File: src/rtl/led_switch_io.sv
// LED / switch / button IO block on the memory-mapped IO bus.
//   - LED register: read/write, drives led_out directly.
//   - Switches: 2-flop synchronised, debounced by one shared counter,
//     readable as a 24-bit word.
//   - Button: 2-flop synchronised, debounced by its own counter; a debounced
//     press latches a pending flag that a status read clears.
//
// Bus semantics: io_read and io_write are single-cycle strobes with no
// back-pressure. A write takes effect on the rising edge where io_write is
// high and addr matches exactly. Read data is purely combinational from
// registered state, so a read in the same cycle as a write (or a status
// read-clear) returns the value held before that edge.
module led_switch_io #(
  parameter int unsigned DEBOUNCE_CYCLES = 20000,
  parameter logic [31:0] LED_ADDR        = 32'hFFFFFC60,
  parameter logic [31:0] SW_ADDR         = 32'hFFFFFC70,
  parameter logic [31:0] STAT_ADDR       = 32'hFFFFFC74
) (
  input  logic        clock,
  input  logic        reset_n,
  input  logic        io_read,
  input  logic        io_write,
  input  logic [31:0] addr,
  input  logic [31:0] wdata,
  output logic [23:0] io_rdata,
  input  logic [23:0] sw_in,
  input  logic        btn_in,
  output logic [23:0] led_out
);

  // One spare bit above the bits needed for DEBOUNCE_CYCLES-1, so the
  // terminal compare can never be missed by a wrap.
  localparam int unsigned CW = $clog2(DEBOUNCE_CYCLES) + 1;
  localparam logic [CW-1:0] CNT_LAST = CW'(DEBOUNCE_CYCLES - 1);

  logic [23:0]   led_q;
  logic [23:0]   sw_meta;
  logic [23:0]   sw_sync;
  logic [23:0]   sw_stable;
  logic [CW-1:0] sw_cnt;
  logic          btn_meta;
  logic          btn_sync;
  logic          btn_stable;
  logic [CW-1:0] btn_cnt;
  logic          pending;

  logic          led_wr;
  logic          stat_rd;
  logic          sw_differs;
  logic          sw_accept;
  logic          btn_differs;
  logic          btn_accept;
  logic          press_event;

  // Upper write-data byte has no destination in this block.
  logic          unused_wdata_hi;
  assign unused_wdata_hi = &{1'b0, wdata[31:24]};

  // Full 32-bit decode, qualified by the strobes.
  assign led_wr  = io_write && (addr == LED_ADDR);
  assign stat_rd = io_read  && (addr == STAT_ADDR);

  // A new value is accepted on the edge where the counter has already
  // reached DEBOUNCE_CYCLES-1 and the synced input still differs.
  assign sw_differs  = (sw_sync != sw_stable);
  assign sw_accept   = sw_differs && (sw_cnt == CNT_LAST);
  assign btn_differs = (btn_sync != btn_stable);
  assign btn_accept  = btn_differs && (btn_cnt == CNT_LAST);
  // Only a debounced 0->1 transition counts as a press.
  assign press_event = btn_accept && btn_sync;

  assign led_out = led_q;

  // LED register: loads low 24 bits of wdata on a decoded write.
  always_ff @(posedge clock or negedge reset_n) begin
    if (!reset_n) begin
      led_q <= '0;
    end else if (led_wr) begin
      led_q <= wdata[23:0];
    end
  end

  // Two-flop synchronisers for the asynchronous board inputs.
  always_ff @(posedge clock or negedge reset_n) begin
    if (!reset_n) begin
      sw_meta  <= '0;
      sw_sync  <= '0;
      btn_meta <= 1'b0;
      btn_sync <= 1'b0;
    end else begin
      sw_meta  <= sw_in;
      sw_sync  <= sw_meta;
      btn_meta <= btn_in;
      btn_sync <= btn_meta;
    end
  end

  // Switch debounce: any cycle back at the stable value restarts the count.
  always_ff @(posedge clock or negedge reset_n) begin
    if (!reset_n) begin
      sw_stable <= '0;
      sw_cnt    <= '0;
    end else if (!sw_differs) begin
      sw_cnt <= '0;
    end else if (sw_accept) begin
      sw_stable <= sw_sync;
      sw_cnt    <= '0;
    end else begin
      sw_cnt <= sw_cnt + CW'(1);
    end
  end

  // Button debounce: same rule as the switches, independent counter.
  always_ff @(posedge clock or negedge reset_n) begin
    if (!reset_n) begin
      btn_stable <= 1'b0;
      btn_cnt    <= '0;
    end else if (!btn_differs) begin
      btn_cnt <= '0;
    end else if (btn_accept) begin
      btn_stable <= btn_sync;
      btn_cnt    <= '0;
    end else begin
      btn_cnt <= btn_cnt + CW'(1);
    end
  end

  // Press-pending flag: a press on the same edge as a read-clear wins.
  always_ff @(posedge clock or negedge reset_n) begin
    if (!reset_n) begin
      pending <= 1'b0;
    end else if (press_event) begin
      pending <= 1'b1;
    end else if (stat_rd) begin
      pending <= 1'b0;
    end
  end

  // Read mux from registered state; zero when idle or unmapped.
  always_comb begin
    io_rdata = '0;
    if (io_read) begin
      if (addr == LED_ADDR) begin
        io_rdata = led_q;
      end else if (addr == SW_ADDR) begin
        io_rdata = sw_stable;
      end else if (addr == STAT_ADDR) begin
        io_rdata = {23'b0, pending};
      end
    end
  end

endmodule

File: config.mk
export PLATFORM = sky130hd
export DESIGN_NAME = led_switch_io
export DESIGN_NICKNAME = d
export VERILOG_FILES = /design/src/rtl/led_switch_io.sv
export SDC_FILE = /design/constraint.sdc
export NUM_CORES = 1
export LEC_CHECK = 0
export ABC_AREA = 1
export BUFFER_PORTS_ARGS = -buffer_cell sky130_fd_sc_hd__buf_2
export CORE_ASPECT_RATIO = 0.7
export CORE_UTILIZATION = 50
export CTS_CLUSTER_SIZE = 10
export DETAILED_ROUTE_END_ITERATION = 12
export GPL_ROUTABILITY_DRIVEN = 0
export GPL_TIMING_DRIVEN = 0
export PLACE_DENSITY = 0.75
export SYNTH_ARGS = -nofsm -noshare
export SYNTH_HDL_FRONTEND = slang
export SYNTH_SLANG_ARGS = --single-unit
File: constraint.sdc
create_clock -name clock -period 2.1 [get_ports clock]
set_input_delay 0.21 -clock clock [delete_from_list [all_inputs] [get_ports clock]]
set_output_delay 0.21 -clock clock [all_outputs]
set_load 0.03 [all_outputs]
==> run metrics <==
status=finished clean; Die X=131 µm; area grow syn2layout=30.2%; CP peak stage delay=0.25 ns; worst r2r dst=btn_cnt[14]$_DFF_PN0_; Max VDD drop=653 µV; initial core utilization=0.521; Vias=5,221; sum of buffers and inverters on the critical path=3; final setup margin=0.134 ns; clock-pin slew on the worst setup and hold paths=0.06 ns; R2R Path Start=btn_sync$_DFF_PN0_; R2R setup slack=0.21 ns; routing usage on met2=0.431; fin. max-slew vios=0; cell family with most CP delay=simple AND/OR/NAND/NOR gates; Max FO, Critical Path=10; Final period util=0.936; post-route ant nets=0; vias per cell=5.14; share of cells above drive strength 1=0.225; slew margin rel.=0.533; Avg Inst Size Synth=8.68 µm²; Ys Warns=0; number of port buffers=131; diodes inserted=0; clk root buf=clkbuf_16; Crit path required time=1.89 ns; CP arrival=1.76 ns; area share of the largest cell type after synthesis=0.566; max cap viols=0; die area=12,100 µm²; M3 GR Usage=0.0602; Yosys cell types=31; CORE AREA=11,200 µm²; Setup Skew=0.00903 ns; vias in the first global route=about 5,300; kind of critical path=input pin to primary output; Slew @ Worst Pin=0.696 ns; pre-CTS setup slack=-0.0326 ns; clk sink count=between 100 and 150; GR Util met1=0.361; Clock H-tree levels=4; final setup fails=0; grt total ovfl=0; num rows=32; GR peak layer=met2; hold path start=wdata[14]; Reg2Reg Depth=5; average wire per standard cell=15.0 µm; Hold Slack=about 0.032 ns; CTS tree=built; pwr/cell area=756 nW/µm²; Synth Instances=about 670; Hold Path End=led_out[14]$_DFFE_PN0P_; hold depth=3; list of most frequent post-synthesis cells=178 x nand2_1, 132 x dfrtp_1, 91 x nand3_1; Fmax=about 0.51 GHz; crit-path cells=buf_2, nand2_1, nor2_1, nand2_1, nor2_1, nand2_1, nor2_4, clkbuf_4, nand3_1, a21oi_1, buf_2; drc violations=0; clk_lat worst skew=between 0.4 and 0.5 ns; Async SR Flop Fraction=1.00; synthesized area=5840 µm²; Tot GR Track Use=0.269; post-layout min period=between 1.5 and 2 ns; CTS max path bufs=2; first-pass GRT wire length=25,400 µm; fillers=870; ranking of synthesized cells by area=dfrtp_1 57%, nand2_1 11%, nand3_1 7.8%; WP depth=11; Post-synth EDFFs=0; post-synth top area cell=dfrtp_1; Synth Flop Type=dfrtp_1; crit start category=input pin; final wirelength=15,200 µm; Yosys reg bits=132; Critical Path Slowest Stage Cell=clkbuf_4; initial DRC count=369; Tot Pwr=5.75 mW; most common cell in the netlist=nand2_1; hold crit path type=input pin to flop; endpoint class of the critical path=primary output; Top cell by count, worst path=nand2_1; Final HPWL DP=10,600 µm; Mapped Nets=768; sequential area share after synthesis=0.566; CTS buffer count=17; Pre-antenna DRT Iters=5; Placed Area=6720 µm²; largest net degree at the start of global routing=87; Top-Level Pins=141; Final nets=946; antenna violations before repair=0; utilization after layout=0.678; Design Area, Final=around 7600 µm²; leakage=3.90 nW; hold violation count in the final report=0; Die Span Y=92.4 µm
[placed cells by master (no fill, tap or decap), drive strengths merged, types with 16 or more instances in the layout]
cell and instances:
a21oi 26, buf 144, clkbuf 32, dfrtp 132, dlygate4sd3 26, inv 62, nand2 179, nand3 91
nor2 77, xnor2 16, xor2 21
[through the flow]
stage / TNS [ns] / instances
global route: -0.00445 / 1016
global placement: -108.89 / 957
detailed placement: -0.0355 / 958
finish: 0 / 1016
floorplan: 0 / 673
CTS: 0 / 1016
[worst min-delay path, stage by stage]
cell and delay (ns):
buf_2 0.07, nand3_1 0.06, nand2_1 0.06
[power breakdown]
group | switching (mW) | internal, mW | total, mW
clock | 1.10 | 1.77 | 2.86
sequential | 0.0322 | 2.60 | 2.63
combinational | 0.132 | 0.122 | 0.254
[routing by layer]
layer  share of wire  up-vias  wire (µm)
li1                -     2495          -
met1            0.45     2506       6840
met2            0.47      196       7200
met3           0.064       24        967
met4           0.013        0        203
met5               0        -          0
[flip-flops by register name (all words and copies together) (netlist names)]
| register | cells |
|---|---|
| btn_meta | 1 |
| led_out | 24 |
| sw_meta | 24 |
| pending | 1 |
| btn_sync | 1 |
| btn_cnt | 16 |
| sw_cnt | 16 |
| sw_stable | 24 |
| btn_stable | 1 |
| sw_sync | 24 |
[logic make-up (layout without fill, tap and decap cells)]
group / Yosys count / in the layout / synth area share
adders and majority gates: 2 / 2 / 0.00428
DFF: 132 / 132 / 0.566
buffers and inverters: 87 / 277 / 0.0613
xor gates and xnor gates: 37 / 37 / 0.0555
AOI/OAI and AO/OA: 35 / 35 / 0.0317
and+or+nand+nor: 380 / 380 / 0.282
[final cells by class]
cell class / instances / area [µm²] / area share
multi-input combinational: 454 / 2200 / 0.290
buffer: 24 / 125 / 0.0165
clock inverter: 13 / 135 / 0.0178
tap: 153 / 191 / 0.0252
inverter: 62 / 233 / 0.0306
clock buffer: 18 / 439 / 0.0578
sequential: 132 / 3300 / 0.434
timing repair buffer: 160 / 972 / 0.128
[how the worst max path moves through the flow]
stage / startpoint / to
2_1_floorplan: addr[2] / io_rdata[17]
3_3_place_gp: reset_n / led_out[0]$_DFFE_PN0P_
3_5_place_dp: addr[2] / io_rdata[17]
4_1_cts: addr[2] / io_rdata[17]
5_1_grt: addr[9] / io_rdata[17]
6_report: addr[17] / io_rdata[6]
[timing repair]
action | 4_1_cts | 5_1_grt
pin swaps | 1 | 1
gates resized for setup | 0 | 23
hold endpoints to repair | 71 | 0
setup buffers | 1 | 1
setup endpoints to repair | 9 | 44
hold buffers | 26 | 0
No activity file was read; power rests on OpenSTA's default activity.
